## src/rtl/gmii_rx_fcs_check_if.sv

```systemverilog
// GMII receive pins plus the FCS-stripped byte stream and per-frame status
// produced by gmii_rx_fcs_check.
interface gmii_rx_fcs_check_if;
  logic [7:0]  gmii_rxd;
  logic        gmii_rx_dv;
  logic        gmii_rx_er;

  logic [7:0]  dout;
  logic        dout_valid;
  logic        dout_sof;
  logic        dout_eof;

  logic        stat_valid;
  logic        stat_good;
  logic        stat_crc_err;
  logic        stat_len_err;
  logic        stat_phy_err;
  logic [10:0] stat_len;

  modport master (
    output gmii_rxd, gmii_rx_dv, gmii_rx_er,
    input  dout, dout_valid, dout_sof, dout_eof,
    input  stat_valid, stat_good, stat_crc_err, stat_len_err, stat_phy_err, stat_len
  );

  modport slave (
    input  gmii_rxd, gmii_rx_dv, gmii_rx_er,
    output dout, dout_valid, dout_sof, dout_eof,
    output stat_valid, stat_good, stat_crc_err, stat_len_err, stat_phy_err, stat_len
  );
endinterface

```

## src/rtl/gmii_rx_fcs_check.sv

```systemverilog
// GMII receive framer: strips preamble/SFD, checks CRC-32 over the frame
// including FCS, forwards the frame without its FCS and reports one status word.
module gmii_rx_fcs_check #(
  parameter int unsigned MIN_PRE = 1,
  parameter int unsigned MIN_LEN = 64,
  parameter int unsigned MAX_LEN = 1518
) (
  input  logic             clk,
  input  logic             reset,
  gmii_rx_fcs_check_if.slave bus
);

  localparam logic [31:0] CRC_POLY    = 32'hEDB88320;
  localparam logic [31:0] CRC_INIT    = '1;
  localparam logic [31:0] CRC_RESIDUE = 32'hDEBB20E3;
  localparam logic [7:0]  PRE_BYTE    = 8'h55;
  localparam logic [7:0]  SFD_BYTE    = 8'hD5;
  localparam logic [7:0]  PRE_SAT     = '1;
  localparam logic [7:0]  MIN_PRE_C   = 8'(MIN_PRE);
  localparam logic [10:0] MIN_LEN_C   = 11'(MIN_LEN);
  localparam logic [10:0] MAX_LEN_C   = 11'(MAX_LEN);
  localparam logic [10:0] LEN_SAT     = '1;
  localparam logic [2:0]  DLINE_FULL  = 3'd5;

  typedef enum logic [1:0] {
    ST_IDLE,
    ST_PRE,
    ST_DATA,
    ST_DROP
  } state_t;

  state_t state, state_nxt;

  logic [7:0] rxd;
  logic       dv;
  logic       er;

  assign rxd = bus.gmii_rxd;
  assign dv  = bus.gmii_rx_dv;
  assign er  = bus.gmii_rx_er;

  logic            dv_q;
  logic [7:0]      pre_cnt;
  logic [31:0]     crc;
  logic [10:0]     len_cnt;
  logic            phy_err;
  logic [4:0][7:0] dline;
  logic [2:0]      fill;
  logic            sent_any;

  logic pre_start;
  logic pre_inc;
  logic frame_start;
  logic byte_take;
  logic frame_end;

  logic [7:0]  dout_r;
  logic        dout_valid_r;
  logic        dout_sof_r;
  logic        dout_eof_r;
  logic        stat_valid_r;
  logic        stat_good_r;
  logic        stat_crc_err_r;
  logic        stat_len_err_r;
  logic        stat_phy_err_r;
  logic [10:0] stat_len_r;

  logic        crc_bad;
  logic        len_bad;

  function automatic logic [31:0] crc_update(input logic [31:0] c, input logic [7:0] d);
    logic [31:0] r;
    r = c ^ {24'h0, d};
    for (int unsigned i = 0; i < 8; i++) begin
      r = r[0] ? ((r >> 1) ^ CRC_POLY) : (r >> 1);
    end
    return r;
  endfunction

  always_ff @(posedge clk or negedge reset) begin
    if (!reset) begin
      state <= ST_IDLE;
    end else begin
      state <= state_nxt;
    end
  end

  always_comb begin
    state_nxt   = state;
    pre_start   = 1'b0;
    pre_inc     = 1'b0;
    frame_start = 1'b0;
    byte_take   = 1'b0;
    frame_end   = 1'b0;
    case (state)
      ST_IDLE: begin
        // dv_q resets high, so a frame already running at reset release is ignored
        if (dv && !dv_q) begin
          if (rxd == PRE_BYTE && !er) begin
            state_nxt = ST_PRE;
            pre_start = 1'b1;
          end else begin
            state_nxt = ST_DROP;
          end
        end
      end
      ST_PRE: begin
        if (!dv) begin
          state_nxt = ST_IDLE;
        end else if (er) begin
          state_nxt = ST_DROP;
        end else if (rxd == PRE_BYTE) begin
          pre_inc = 1'b1;
        end else if (rxd == SFD_BYTE && pre_cnt >= MIN_PRE_C) begin
          state_nxt   = ST_DATA;
          frame_start = 1'b1;
        end else begin
          state_nxt = ST_DROP;
        end
      end
      ST_DATA: begin
        if (dv) begin
          byte_take = 1'b1;
        end else begin
          frame_end = 1'b1;
          state_nxt = ST_IDLE;
        end
      end
      ST_DROP: begin
        if (!dv) begin
          state_nxt = ST_IDLE;
        end
      end
      default: state_nxt = ST_IDLE;
    endcase
  end

  always_comb begin
    crc_bad = (crc != CRC_RESIDUE);
    // a frame too short to fill the delay line carries no payload at all
    len_bad = (len_cnt < MIN_LEN_C) || (len_cnt > MAX_LEN_C) || (fill != DLINE_FULL);
  end

  always_ff @(posedge clk or negedge reset) begin
    if (!reset) begin
      dv_q           <= 1'b1;
      pre_cnt        <= '0;
      crc            <= CRC_INIT;
      len_cnt        <= '0;
      phy_err        <= 1'b0;
      dline          <= '0;
      fill           <= '0;
      sent_any       <= 1'b0;
      dout_r         <= '0;
      dout_valid_r   <= 1'b0;
      dout_sof_r     <= 1'b0;
      dout_eof_r     <= 1'b0;
      stat_valid_r   <= 1'b0;
      stat_good_r    <= 1'b0;
      stat_crc_err_r <= 1'b0;
      stat_len_err_r <= 1'b0;
      stat_phy_err_r <= 1'b0;
      stat_len_r     <= '0;
    end else begin
      dv_q         <= dv;
      dout_r       <= '0;
      dout_valid_r <= 1'b0;
      dout_sof_r   <= 1'b0;
      dout_eof_r   <= 1'b0;
      stat_valid_r <= 1'b0;

      if (pre_start) begin
        pre_cnt <= 8'd1;
      end else if (pre_inc && pre_cnt != PRE_SAT) begin
        pre_cnt <= pre_cnt + 8'd1;
      end

      if (frame_start) begin
        crc      <= CRC_INIT;
        len_cnt  <= '0;
        phy_err  <= 1'b0;
        fill     <= '0;
        sent_any <= 1'b0;
      end

      if (byte_take) begin
        crc   <= crc_update(crc, rxd);
        dline <= {dline[3:0], rxd};
        if (len_cnt != LEN_SAT) begin
          len_cnt <= len_cnt + 11'd1;
        end
        if (er) begin
          phy_err <= 1'b1;
        end
        // the newest 4 bytes are always held back as potential FCS
        if (fill == DLINE_FULL) begin
          dout_r       <= dline[4];
          dout_valid_r <= 1'b1;
          dout_sof_r   <= !sent_any;
          sent_any     <= 1'b1;
        end else begin
          fill <= fill + 3'd1;
        end
      end

      if (frame_end) begin
        if (fill == DLINE_FULL) begin
          dout_r       <= dline[4];
          dout_valid_r <= 1'b1;
          dout_sof_r   <= !sent_any;
          dout_eof_r   <= 1'b1;
          sent_any     <= 1'b1;
        end
        stat_valid_r   <= 1'b1;
        stat_crc_err_r <= crc_bad;
        stat_len_err_r <= len_bad;
        stat_phy_err_r <= phy_err;
        stat_good_r    <= !(crc_bad || len_bad || phy_err);
        stat_len_r     <= len_cnt;
      end
    end
  end

  assign bus.dout         = dout_r;
  assign bus.dout_valid   = dout_valid_r;
  assign bus.dout_sof     = dout_sof_r;
  assign bus.dout_eof     = dout_eof_r;
  assign bus.stat_valid   = stat_valid_r;
  assign bus.stat_good    = stat_good_r;
  assign bus.stat_crc_err = stat_crc_err_r;
  assign bus.stat_len_err = stat_len_err_r;
  assign bus.stat_phy_err = stat_phy_err_r;
  assign bus.stat_len     = stat_len_r;

endmodule

```

## src/flat_wrapper.sv

```systemverilog
// flat-port wrapper written by rule: the top's interface ports become plain ports
module gmii_rx_fcs_check_flat 
#(
  parameter int unsigned MIN_PRE = 1,
  parameter int unsigned MIN_LEN = 64,
  parameter int unsigned MAX_LEN = 1518
)
  (clk, reset, bus_gmii_rxd, bus_gmii_rx_dv, bus_gmii_rx_er, bus_dout, bus_dout_valid, bus_dout_sof, bus_dout_eof, bus_stat_valid, bus_stat_good, bus_stat_crc_err, bus_stat_len_err, bus_stat_phy_err, bus_stat_len);
  gmii_rx_fcs_check_if bus_i ();
  input  logic clk;
  input  logic reset;
  input wire logic [$bits(bus_i.gmii_rxd)-1:0] bus_gmii_rxd;
  input wire logic [$bits(bus_i.gmii_rx_dv)-1:0] bus_gmii_rx_dv;
  input wire logic [$bits(bus_i.gmii_rx_er)-1:0] bus_gmii_rx_er;
  output wire logic [$bits(bus_i.dout)-1:0] bus_dout;
  output wire logic [$bits(bus_i.dout_valid)-1:0] bus_dout_valid;
  output wire logic [$bits(bus_i.dout_sof)-1:0] bus_dout_sof;
  output wire logic [$bits(bus_i.dout_eof)-1:0] bus_dout_eof;
  output wire logic [$bits(bus_i.stat_valid)-1:0] bus_stat_valid;
  output wire logic [$bits(bus_i.stat_good)-1:0] bus_stat_good;
  output wire logic [$bits(bus_i.stat_crc_err)-1:0] bus_stat_crc_err;
  output wire logic [$bits(bus_i.stat_len_err)-1:0] bus_stat_len_err;
  output wire logic [$bits(bus_i.stat_phy_err)-1:0] bus_stat_phy_err;
  output wire logic [$bits(bus_i.stat_len)-1:0] bus_stat_len;
  assign bus_i.gmii_rxd = bus_gmii_rxd;
  assign bus_i.gmii_rx_dv = bus_gmii_rx_dv;
  assign bus_i.gmii_rx_er = bus_gmii_rx_er;
  assign bus_dout = bus_i.dout;
  assign bus_dout_valid = bus_i.dout_valid;
  assign bus_dout_sof = bus_i.dout_sof;
  assign bus_dout_eof = bus_i.dout_eof;
  assign bus_stat_valid = bus_i.stat_valid;
  assign bus_stat_good = bus_i.stat_good;
  assign bus_stat_crc_err = bus_i.stat_crc_err;
  assign bus_stat_len_err = bus_i.stat_len_err;
  assign bus_stat_phy_err = bus_i.stat_phy_err;
  assign bus_stat_len = bus_i.stat_len;
  gmii_rx_fcs_check #(.MIN_PRE(MIN_PRE), .MIN_LEN(MIN_LEN), .MAX_LEN(MAX_LEN)) u_core (.clk(clk), .reset(reset), .bus(bus_i));
endmodule
```

## config.mk

```make
export PLATFORM = sky130hd
export DESIGN_NAME = gmii_rx_fcs_check_flat
export DESIGN_NICKNAME = d
export VERILOG_FILES = /design/src/rtl/gmii_rx_fcs_check_if.sv /design/src/rtl/gmii_rx_fcs_check.sv /design/src/flat_wrapper.sv
export SDC_FILE = /design/constraint.sdc
export NUM_CORES = 1
export LEC_CHECK = 0
export CORE_MARGIN = 5
export CORE_UTILIZATION = 64
export CTS_CLUSTER_DIAMETER = 100
export DETAILED_ROUTE_END_ITERATION = 8
export GPL_ROUTABILITY_DRIVEN = 0
export HOLD_SLACK_MARGIN = 0.02
export MAX_ROUTING_LAYER = met4
export PLACE_DENSITY_LB_ADDON = 0.25
export SLEW_MARGIN = 0
export SYNTH_ARGS = -nofsm -noshare
export SYNTH_HDL_FRONTEND = slang
export SYNTH_SLANG_ARGS = --single-unit
```

## constraint.sdc

```tcl
create_clock -name clk -period 3 [get_ports clk]
set_input_delay 0.45 -clock clk [delete_from_list [all_inputs] [get_ports clk]]
set_output_delay 0.45 -clock clk [all_outputs]
set_load 0.05 [all_outputs]
```

After elaboration in Yosys (flattened, before gate mapping)
Cells that the tools add are included.
{"block": "classes", "add_sub_neg": 3, "order_cmp": 3, "n_eq_ne": 13, "n_mux": 64, "bitwise_logic": 9, "n_reduce_logical": 17}
{"cell": "2-to-1 mux 32 bit", "n": 10}
{"cell": "NOT 13 -> 14 bit", "n": 8}
{"cell": "2-to-1 mux 8 bit", "n": 6}
{"cell": "2-to-1 mux 1 bit", "n": 35}
{"cell": "2-to-1 mux 11 bit", "n": 3}
{"cell": "!= test 32 bit (second input constant)", "n": 1}
{"cell": "bitwise XOR 32 x 8 -> 32 bit", "n": 1}
{"cell": "2-to-1 mux 2 bit", "n": 6}
{"cell": "adder 11 x 1 -> 11 bit (second input constant)", "n": 1}
{"cell": "> comparator 11 bit (second input constant)", "n": 1}
{"cell": "less-than comparator 11 x 7 -> 1 bit (second input constant)", "n": 1}
{"cell": "!= test 11 bit (second input constant)", "n": 1}
{"cell": "2-to-1 mux 3 bit", "n": 3}
{"cell": "adder 8 x 1 -> 8 bit (second input constant)", "n": 1}
{"cell": "== test 8 x 7 -> 1 bit (second input constant)", "n": 1}
{"cell": "== test 8 bit (second input constant)", "n": 1}
{"cell": "greater-or-equal comparator 8 x 1 -> 1 bit (second input constant)", "n": 1}
{"cell": "!= test 8 bit (second input constant)", "n": 1}
{"cell": "one-hot mux 2 bit (3 select lines)", "n": 1}
{"cell": "== test 2 bit (second input constant)", "n": 2}
{"cell": "logical AND 1 bit", "n": 4}
{"cell": "logical NOT 1 bit", "n": 4}
{"cell": "logical OR 1 bit", "n": 4}
{"cell": "!= test 4 bit (second input constant)", "n": 1}
{"cell": "other kinds (10)", "n": 11}
{"block": "totals", "ff_bits": 126, "inputBits": 12, "word_cells": 132}

Longest topological paths before layout
Gate-level depths: netlist of run 1.
{"block": "depth", "depth_word": 18, "ltp_mapped": 8}

Worst setup path before layout of run 1
Ideal clock, no wire load.
{"block": "synth_path", "path_kind": "register to register", "from": "register u_core.pre_cnt[0]", "to": "register u_core.crc[23]", "setup_time_ns": 0.096, "arrival_time_ns": 1.914, "path_slack_ns": 0.990, "stages_incl_launch_ff": 8, "path_cell_list": "dfrtp_1 > ha_1 > or4b_1 > o2111ai_2 > or2_1 > buf_4 > buf_4 > a22oi_1"}
{"block": "synth_between", "elab_chain_len": 8}
{"item": "from (decl)", "line_no": "gmii_rx_fcs_check.sv:43", "text": "logic [7:0] pre_cnt;"}
{"item": "from (signal assigned)", "line_no": "gmii_rx_fcs_check.sv:175", "text": "pre_cnt <= pre_cnt + 8'd1;"}
{"item": "greater-or-equal comparator 8 x 1 -> 1 bit", "line_no": "gmii_rx_fcs_check.sv:114", "text": "end else if (rxd == SFD_BYTE && pre_cnt >= MIN_PRE_C) begin"}
{"item": "logical AND 1 bit", "line_no": "gmii_rx_fcs_check.sv:114"}
{"item": "2-to-1 mux 1 bit", "line_no": "gmii_rx_fcs_check.sv:114"}
{"item": "2-to-1 mux 1 bit", "line_no": "gmii_rx_fcs_check.sv:112", "text": "end else if (rxd == PRE_BYTE) begin"}
{"item": "2-to-1 mux 1 bit", "line_no": "gmii_rx_fcs_check.sv:110", "text": "end else if (er) begin"}
{"item": "2-to-1 mux 1 bit", "line_no": "gmii_rx_fcs_check.sv:108", "text": "if (!dv) begin"}
{"item": "2-to-1 mux 1 bit", "line_no": "gmii_rx_fcs_check.sv:95", "text": "case (state)"}
{"item": "nonzero test 2 bit (no line)"}
{"item": "to (signal assigned)", "line_no": "gmii_rx_fcs_check.sv:187", "text": "crc <= crc_update(crc, rxd);"}
{"item": "to (decl)", "line_no": "gmii_rx_fcs_check.sv:44", "text": "logic [31:0] crc;"}
Every way passes these cells.
A chain may end at the register's enable or synchronous reset.

Worst setup path in the final report of run 1
{"block": "layout_path", "from": "register u_core.pre_cnt[0]", "to": "register u_core.crc[15]"}
The elaborated chain is that of the path after synthesis.

==> results of run 1 <==
## per-stage QoR
stage / util (%) / instances
final: 77.7 / 773
after CTS: 77.7 / 773
after global routing: 77.7 / 773
after global placement: 71.2 / 741
after detailed placement: 71.2 / 741
after floorplan: - / 583
## cell usage after synthesis, drive strengths merged, types with 4 or more instances
library cell | count | area, µm²
nand2 | 135 | 507
dfrtp | 93 | 2330
nor2 | 41 | 154
dfstp | 33 | 867
a22oi | 31 | 238
xnor2 | 30 | 390
clkbuf | 16 | 60.1
mux2 | 14 | 158
xor2 | 14 | 130
xnor3 | 13 | 294
buf | 12 | 67.6
and2 | 11 | 68.8
o21ai | 10 | 50.1
a21oi | 9 | 45.0
inv | 8 | 30.0
nand3 | 8 | 40.0
nand4b | 8 | 70.1
nor4 | 8 | 62.6
ha | 7 | 87.6
a31o | 5 | 43.8
nor3 | 5 | 25.0
or4 | 5 | 41.3
xor3 | 5 | 119
or3 | 4 | 25.0
## flip-flops by register name (all words and copies together) (netlist names)
| signal | count |
|---|---|
| u_core.dv_q | 1 |
| u_core.bus.stat_valid | 1 |
| u_core.sent_any | 1 |
| u_core.phy_err | 1 |
| u_core.bus.dout_eof | 1 |
| u_core.bus.stat_phy_err | 1 |
| u_core.bus.stat_good | 1 |
| u_core.bus.stat_crc_err | 1 |
| u_core.bus.dout_valid | 1 |
| u_core.state | 2 |
| u_core.len_cnt | 11 |
| u_core.fill | 3 |
| u_core.bus.stat_len_err | 1 |
| u_core.bus.dout | 8 |
| u_core.crc | 32 |
| u_core.pre_cnt | 8 |
| u_core.bus.stat_len | 11 |
| u_core.dline | 40 |
| u_core.bus.dout_sof | 1 |
## worst paths after layout
| path | from | to | depth (start not counted) |
|---|---|---|---|
| min | reset | u_core.bus.stat_len[6] | 1 |
| min in group clk | u_core.sent_any | u_core.bus.dout_sof | 1 |
| min reg2reg | u_core.sent_any | u_core.bus.dout_sof | 1 |
| max in group asynchronous | reset | u_core.crc[30] | 2 |
| max reg2reg | u_core.pre_cnt[0] | u_core.crc[15] | 6 |
| max | u_core.pre_cnt[0] | u_core.crc[15] | 6 |
## layout by cell type (no fill, tap or decap), drive strengths merged, types with 4 or more instances in the layout
cell	instances
nand2	135
dfrtp	93
nor2	41
clkdlybuf4s50	37
dfstp	33
a22oi	31
xnor2	30
clkbuf	17
buf	16
inv	16
mux2	14
xor2	14
xnor3	13
and2	11
o21ai	10
a21oi	9
nand3	8
nand4b	8
nor4	8
ha	7
nor3	5
a31o	5
xor3	5
or4	5
or3	4
bufinv	4
## worst register-to-register path, delay by kind of cell (launching register included)
kind / cells / cell delay, ps
buffers and inverters: 1 / 390
AND/OR/NAND/NOR: 2 / 800
adder cells (fa/ha/maj): 1 / 210
AO/OA/AOI/OAI: 2 / 590
flip-flops: 1 / 440
## cell type report
cell class / count / area [µm²] / area share (%)
repair buffers: 53 / 503 / 6.62
well taps: 133 / 166 / 2.19
inverters: 8 / 30.0 / 0.395
clock buffers: 17 / 414 / 5.45
clock inverters: 15 / 223 / 2.93
multi-input cells: 421 / 3060 / 40.3
flip-flops and latches: 126 / 3190 / 42.1
## kinds of logic (layout without fill, tap and decap cells)
group,count (synthesis),after routing,synth area share (%)
buffers and inverters,36,93,2.46
XOR/XNOR,62,62,14.6
AND/OR/NAND/NOR,255,255,19.8
multiplexers,16,16,2.77
flip-flops,126,126,49.8
AO/OA/AOI/OAI,81,81,9.25
adder cells (fa/ha/maj),7,7,1.37
## report_power, final
part | internal, W | switching (W) | leakage [nW] | total, W
sequential | 0.00233 | 0.000439 | 1.55 | 0.00277
combinational | 0.00196 | 0.00153 | 1.60 | 0.00349
clock | 0.00138 | 0.000830 | 0.310 | 0.00221
## routing by layer
metal | up-vias | part of all wire, % | track usage (%) | wire length [µm]
met3 | 24 | 5.5 | 5.77 | 765
met4 | 0 | 2.1 | 9.76 | 299
met5 | - | 0 | - | 0
li1 | 2106 | - | - | -
met2 | 168 | 51 | 41.4 | 7080
met1 | 2282 | 42 | 33.1 | 5790
==> metrics.cfg, run 1 <==
[outcome]
status=finished clean

[drt]
wl_mm=13.9
drc=0
vias=4580
postRouteAntennaNets=0
vias_per_cell=5.92
wl_per_cell_um=18.0
drt_iter0_drc=306
first_pass_iters=5

[placed_design]
port_buffers=38
place_hpwl_mm=8.94
dpl_worst_slack_ps=266
dpl_cell_area_mm2=0.00696

[pwr]
leakage_nw=3.46
fin_total_pwr_w=0.00847
max-vdd-ir-drop_mv=0.830
power_density_mw_per_mm2=1110

[sta]
rsz0062_at_grt=no
skew_ps=7.29
finalCriticalPeriod_ps=2530
drv_slew=0
tightest_slew_ps=799
final.setup.worst_slack_ps=471
setup_violations=0
clock.fmax_mhz=395
tns_ps=0
worst_hold_slack_ps=12.8
slew_headroom_pct=46.1
period_share_pct=84.3
hold_violations=0

[floorplanning]
chipHeight_um=110
die_x_um=110
ios=39
core_mm2=0.00977
fp.dieArea_mm2=0.0121
row_count=36
start_util_pct=65.6

[synth]
ys.flop_type=dfrtp_1
yosysSeqAreaShare_pct=49.8
synth_edf_count=0
syn_nets=602
avgSynthCellArea_um2=11.0
syn-cell-area_mm2=0.00641
synth-warning-count=0
synth_cell_types=68
synth-async-reset-ratio_pct=100
synthCells=583
synth_seq_cells=126

[worst_setup_path]
path_delay_family=simple AND/OR/NAND/NOR gates
cpMaxStageDelayCell=or4b_1
startpoint_type=flip-flop
rrSetupSlack_ps=470
crit_chain=ha_1 > or4b_1 > o2111ai_2 > or2_1 > buf_4 > a22oi_1
crit_fanout=34
cp_data_arrival_time_ps=2960
critical_path_class=flip-flop to flip-flop
path_buf_inv=1
critPathMaxStageDelay_ps=530
cp.required_ps=3430
end_kind=flip-flop

[flow_run]
cap_viol_max_count=0

[clocking]
postCtsSetupBuffers=0
htree_levels=4
cts_root_buffer=clkbuf_8
cts_tree=yes
insertion_delay_ps=530
cts_resized=0
cts_buffer_depth=2
cts_hold_buf=0
clk_pin_slew_ps=60
cts_buffers=17
cts_sinks=126

[min_path]
hp-class=primary input to asynchronous set/reset pin

[global_routing]
grt_usage_pct=26.0
grt-ovfl-total=0
grt_pass1_vias=4634
grt_antenna_before_repair=0
grt_pass1_wl_mm=23.2
grt_max_degree=63

[finish]
final_nets=646
nFillCells=608
diodes=0
drive_gt1_share_pct=20.3
design_area_mm2=0.00759
area_growth_syn_to_layout_pct=18.4

Power figures use the tool's default switching activity.
==> run 2: changes to the inputs <==
Settings changed: CORE_UTILIZATION 64 to 54.
Clock period 3 ns to 2.15 ns, I/O delays scaled along.
==> metrics.cfg, run 2 (synthesis gave the netlist of run 1 again) <==
[sta]
finalCriticalPeriod_ps=2000  ; was 2530 ps
period_share_pct=93.2  ; was 84.3%
drv_slew=0  ; unchanged
clock.fmax_mhz=499  ; was 395 MHz
slew_headroom_pct=62.4  ; was 46.1%
skew_ps=7.15  ; was 7.29 ps
rsz0062_at_grt=no  ; unchanged
tightest_slew_ps=562  ; was 799 ps
final.setup.worst_slack_ps=147  ; was 471 ps
hold_violations=0  ; unchanged
tns_ps=0  ; unchanged
setup_violations=0  ; unchanged

[finish]
final_cells=833  ; was 773
largest_register_ffs=40  ; unchanged
drive_gt1_share_pct=26.1  ; was 20.3%
diodes=0  ; unchanged
nFillCells=842  ; was 608
area_growth_syn_to_layout_pct=25.4  ; was 18.4%
ff_latch_area_mm2=0.00319  ; unchanged
design_area_mm2=0.00804  ; was 0.00759 mm²
multiInputGateArea_mm2=0.00307  ; was 0.00306 mm²
final_nets=696  ; was 646
largest-register=u_core.dline  ; unchanged
mostFrequentLayoutCells=nand2_1 (135), dfrtp_1 (93), buf_4 (61)  ; was nand2_1 (135), dfrtp_1 (93), nor2_1 (41)
mostFrequentLayoutCell=nand2_1  ; unchanged
top_regs=u_core.dline: 40 flops, u_core.crc: 32 flops  ; unchanged

[pwr]
power_frac_comb_pct=43.2  ; was 41.2%
p_clk_share_pct=25.4  ; was 26.1%
power.internal_w=0.00852  ; was 0.00567 W
max-vdd-ir-drop_mv=1.30  ; was 0.830 mV
power_density_mw_per_mm2=1520  ; was 1110 mW/mm²
leakage_nw=3.72  ; was 3.46 nW
p_sw_w=0.00374  ; was 0.00280 W
power_frac_seq_pct=31.4  ; was 32.7%
p_sw_share_pct=30.5  ; was 33.1%

[outcome]
status=finished clean  ; unchanged

[floorplanning]
ios=39  ; unchanged
start_util_pct=55.7  ; was 65.6%
die_x_um=119  ; was 110 µm
core_mm2=0.0115  ; was 0.00977 mm²
chipHeight_um=119  ; was 110 µm
fp.dieArea_mm2=0.0142  ; was 0.0121 mm²
row_count=39  ; was 36

[clocking]
postCtsSetupBuffers=0  ; unchanged
cts_root_buffer=clkbuf_16  ; was clkbuf_8
htree_levels=4  ; unchanged
insertion_delay_ps=420  ; was 530 ps
cts_sinks=126  ; unchanged
cts_buffers=17  ; unchanged
cts_tree=yes  ; unchanged
clk_pin_slew_ps=60  ; about the same
cts_buffer_depth=2  ; unchanged

[drt]
drc=0  ; unchanged
vias_per_cell=5.48  ; was 5.92
postRouteAntennaNets=0  ; unchanged
wl_mm=13.6  ; was 13.9 mm
drt_iter0_drc=365  ; was 306
first_pass_iters=5  ; unchanged
wl_per_cell_um=16.3  ; was 18.0 µm
vias=4567  ; was 4580

[global_routing]
grt_pass1_vias=4630  ; was 4634
met2_usage_pct=31.5  ; was 41.4%
top_usage_layer=met2  ; unchanged
grt_pass1_wl_mm=23.5  ; was 23.2 mm
grt_usage_pct=21.2  ; was 26.0%
grt_antenna_before_repair=0  ; unchanged
grt_use_met3_pct=4.83  ; was 5.77%
use_met1_pct=28.9  ; was 33.1%
grt-ovfl-total=0  ; unchanged
grt_max_degree=90  ; was 63

[placed_design]
port_buffers=38  ; unchanged
place_hpwl_mm=9.31  ; was 8.94 mm
dp.cells=800  ; was 741
dpl_cell_area_mm2=0.00736  ; was 0.00696 mm²
dpl_worst_slack_ps=-206  ; was 266 ps

[worst_setup_path]
cpMaxStageDelayCell=or4b_1  ; unchanged
critPathMaxStageDelay_ps=530  ; about the same
end_kind=flip-flop  ; unchanged
r2r-start=u_core.pre_cnt[0]  ; unchanged
startpoint_type=flip-flop  ; unchanged
cp_data_arrival_time_ps=2320  ; was 2960 ps
crit_fanout=32  ; was 34
rrSetupSlack_ps=150  ; was 470 ps
cp.required_ps=2470  ; was 3430 ps
critical_path_class=flip-flop to flip-flop  ; unchanged
r2r-end=u_core.crc[22]  ; was u_core.crc[15]
crit_chain=ha_1 > or4b_1 > o2111ai_2 > or2_4 > buf_12 > a22oi_1  ; was ha_1 > or4b_1 > o2111ai_2 > or2_1 > buf_4 > a22oi_1
rr_worst_depth=6  ; unchanged

[flow_run]
cap_viol_max_count=0  ; unchanged

[min_path]
hp-class=primary input to asynchronous set/reset pin  ; unchanged

-- run 2: per-stage QoR --
stage	utilization, %	hold WS (ps)	total power, W
2_1_floorplan	-	26.9	0.00765
3_3_place_gp	63.9	200	0.00902
3_5_place_dp	63.9	200	0.00917
4_1_cts	69.7	309	0.0123
5_1_grt	69.8	332	0.0129
6_report	69.8	320	0.0123
-- run 2: layout make-up --
cell class                 count  share of cell area, %
sequential                   126                   39.7
multi-input combinational    421                   38.1
timing repair buffer         103                   11.4
clock buffer                  22                   6.15
tap                          143                   2.23
clock inverter                10                   1.96
inverter                       8                  0.373
-- run 2: worst max-delay path, delay by kind of cell, from the launching register on --
family / cells / cell delay, ps
AND/OR/NAND/NOR: 2 / 710
buffers and inverters: 1 / 180
flip-flops: 1 / 430
AO/OA/AOI/OAI: 2 / 370
adder cells (fa/ha/maj): 1 / 210
-- run 2: layer usage --
layer	share of wire [%]	routed length, µm
met5	0	0
met4	1.5	198
met1	47	6360
met2	47	6440
met3	4.3	578
-- run 2: worst max-delay path by stage --
stage / cells past startpoint / slack [ps] / start / end
4_1_cts: 6 / 40 / u_core.pre_cnt[0] / u_core.crc[22]
3_5_place_dp: 5 / -210 / bus_gmii_rxd[0] / u_core.pre_cnt[4]
3_3_place_gp: 5 / -190 / bus_gmii_rxd[0] / u_core.pre_cnt[4]
6_report: 6 / 150 / u_core.pre_cnt[0] / u_core.crc[22]
5_1_grt: 7 / 20 / u_core.pre_cnt[0] / u_core.state[0]
2_1_floorplan: 7 / 140 / u_core.pre_cnt[0] / u_core.crc[23]
-- run 2: what timing repair did --
action                                 CTS  global route
hold buffers                             1             0
setup endpoints to repair               28            33
endpoints found under the hold margin   13             0
gates resized for setup                  1             4
-- run 2: power groups by stage --
stage | combinational (W) | clock, W | sequential (W)
6_report | 0.00529 | 0.00311 | 0.00385
5_1_grt | 0.00570 | 0.00328 | 0.00394
4_1_cts | 0.00535 | 0.00315 | 0.00384
3_5_place_dp | 0.00530 | 0 | 0.00387
3_3_place_gp | 0.00519 | 0 | 0.00383
2_1_floorplan | 0.00382 | 0 | 0.00384
==> run 3: changes to the inputs <==
Settings changed: CORE_ASPECT_RATIO from default to 0.5, REMOVE_ABC_BUFFERS from default to 1.
==> metrics.cfg, run 3 (synthesis gave the netlist of run 1 again) <==
[outcome]
status=finished clean  ; unchanged

[drt]
drt_iter0_drc=310  ; was 365
wl_mm=13.6  ; about the same
wl_per_cell_um=15.9  ; was 16.3 µm
vias_per_cell=5.36  ; was 5.48
drc=0  ; unchanged
vias=4586  ; was 4567
postRouteAntennaNets=0  ; unchanged
first_pass_iters=4  ; was 5

[finish]
largest_register_ffs=40  ; unchanged
design_area_mm2=0.00803  ; was 0.00804 mm²
final_cells=855  ; was 833
final_nets=696  ; unchanged
area_growth_syn_to_layout_pct=25.2  ; was 25.4%
multiInputGateArea_mm2=0.00307  ; unchanged
mostFrequentLayoutCells=nand2_1 (135), dfrtp_1 (92), buf_4 (58)  ; was nand2_1 (135), dfrtp_1 (93), buf_4 (61)
drive_gt1_share_pct=26.2  ; was 26.1%
mostFrequentLayoutCell=nand2_1  ; unchanged
nFillCells=877  ; was 842
top_regs=u_core.dline: 40 flops, u_core.crc: 32 flops  ; unchanged
largest-register=u_core.dline  ; unchanged
ff_latch_area_mm2=0.00320  ; was 0.00319 mm²
diodes=0  ; unchanged

[worst_setup_path]
rr_worst_depth=6  ; unchanged
rrSetupSlack_ps=150  ; about the same
cp.required_ps=2470  ; about the same
critPathMaxStageDelay_ps=530  ; about the same
end_kind=flip-flop  ; unchanged
r2r-end=u_core.crc[12]  ; was u_core.crc[22]
path_delay_family=simple AND/OR/NAND/NOR gates  ; unchanged
cpMaxStageDelayCell=or4b_1  ; unchanged
cp.depth=6  ; unchanged
startpoint_type=flip-flop  ; unchanged
cp-endpoint=u_core.crc[12]  ; was u_core.crc[22]
r2r-start=u_core.pre_cnt[0]  ; unchanged
crit_fanout=33  ; was 32
critical_path_class=flip-flop to flip-flop  ; unchanged
cp-startpoint=u_core.pre_cnt[0]  ; unchanged
crit_chain=ha_1 > or4b_1 > o2111ai_2 > or2_4 > buf_12 > a22oi_1  ; unchanged
cp_data_arrival_time_ps=2330  ; was 2320 ps
path_buf_inv=1  ; unchanged

[sta]
setup_violations=0  ; unchanged
tns_ps=0  ; unchanged
period_share_pct=93.0  ; was 93.2%
rsz0062_at_grt=no  ; unchanged
slew_headroom_pct=61.7  ; was 62.4%
drv_slew=0  ; unchanged
finalCriticalPeriod_ps=2000  ; about the same
hold_violations=0  ; unchanged
clock.fmax_mhz=500  ; was 499 MHz
final.setup.worst_slack_ps=150  ; was 147 ps
skew_ps=6.51  ; was 7.15 ps
tightest_slew_ps=574  ; was 562 ps
worst_hold_slack_ps=428  ; was 320 ps

[clocking]
cts_buffer_depth=2  ; unchanged
htree_levels=4  ; unchanged
cts_buffers=17  ; unchanged
cts_sinks=126  ; unchanged
clk_pin_slew_ps=60  ; about the same
cts_tree=yes  ; unchanged
cts_root_buffer=clkbuf_16  ; unchanged
insertion_delay_ps=420  ; about the same
postCtsSetupBuffers=0  ; unchanged

[floorplanning]
ios=39  ; unchanged
core_mm2=0.0117  ; was 0.0115 mm²
row_count=28  ; was 39
fp.dieArea_mm2=0.0143  ; was 0.0142 mm²
start_util_pct=54.8  ; was 55.7%
die_x_um=164  ; was 119 µm
chipHeight_um=87.1  ; was 119 µm

[global_routing]
grt_usage_pct=21.7  ; was 21.2%
grt_pass1_wl_mm=23.5  ; about the same
grt_max_degree=77  ; was 90
grt_antenna_before_repair=0  ; unchanged
grt-ovfl-total=0  ; unchanged
grt_pass1_vias=4720  ; was 4630

[placed_design]
dpl_worst_slack_ps=-247  ; was -206 ps
dp.cells=822  ; was 800
dpl_cell_area_mm2=0.00744  ; was 0.00736 mm²
place_hpwl_mm=9.08  ; was 9.31 mm
port_buffers=38  ; unchanged

[flow_run]
cap_viol_max_count=0  ; unchanged

[pwr]
power_density_mw_per_mm2=1510  ; was 1520 mW/mm²
leakage_nw=3.70  ; was 3.72 nW
max-vdd-ir-drop_mv=0.852  ; was 1.30 mV

[min_path]
hp-class=flip-flop to flip-flop  ; was primary input to asynchronous set/reset pin

## run 3: cell count changes in the layout (fill, tap and decap cells not counted), moves of 3 or more
| cell | change |
|---|---|
| buf_4 | -3 |
| inv_6 | +7 |
| bufinv_16 | -3 |
| clkbuf_8 | -5 |
| buf_12 | +3 |
## run 3: final cells by class
cell class                      count  area share, %
Sequential cell                   126           39.8
Multi-Input combinational cell    421           38.2
Timing Repair Buffer              103           11.9
Clock buffer                       17           5.30
Tap cell                          165           2.57
Clock inverter                     15           1.89
Inverter                            8          0.374
## run 3: power breakdown
part,internal (W),switching [W]
Combinational,0.00327,0.00220
Clock,0.00163,0.00117
Sequential,0.00325,0.000590
Total,0.00814,0.00397
## run 3: what timing repair did
item	4_1_cts	5_1_grt
hold buffers	1	0
resized for setup	0	2
hold endpoints to repair	9	0
setup endpoints to repair	0	37
## run 3: worst min-delay path by stage
| stage | startpoint | end | slack [ps] | cells past startpoint |
|---|---|---|---|---|
| 2_1_floorplan | reset | u_core.bus.dout[0] | 30 | 0 |
| 3_3_place_gp | reset | u_core.dline[4] | 360 | 1 |
| 3_5_place_dp | reset | u_core.dline[4] | 360 | 1 |
| 4_1_cts | u_core.sent_any | u_core.bus.dout_sof | 430 | 1 |
| 5_1_grt | u_core.sent_any | u_core.bus.dout_sof | 470 | 1 |
| 6_report | u_core.sent_any | u_core.bus.dout_sof | 430 | 1 |
## run 3: metrics by stage
step / util, % / power [W]
after floorplan: - / 0.00764
after global placement: 63.6 / 0.00911
after detailed placement: 63.6 / 0.00926
after CTS: 68.6 / 0.0122
after global routing: 68.6 / 0.0128
final: 68.6 / 0.0121
## run 3: metal layers
layer | track usage [%] | vias to the layer above | part of all wire (%)
li1 | - | 2217 | -
met4 | 6.93 | 0 | 1.6
met5 | - | - | 0
met1 | 28.1 | 2255 | 46
met3 | 5.48 | 22 | 4.1
met2 | 34.2 | 92 | 48
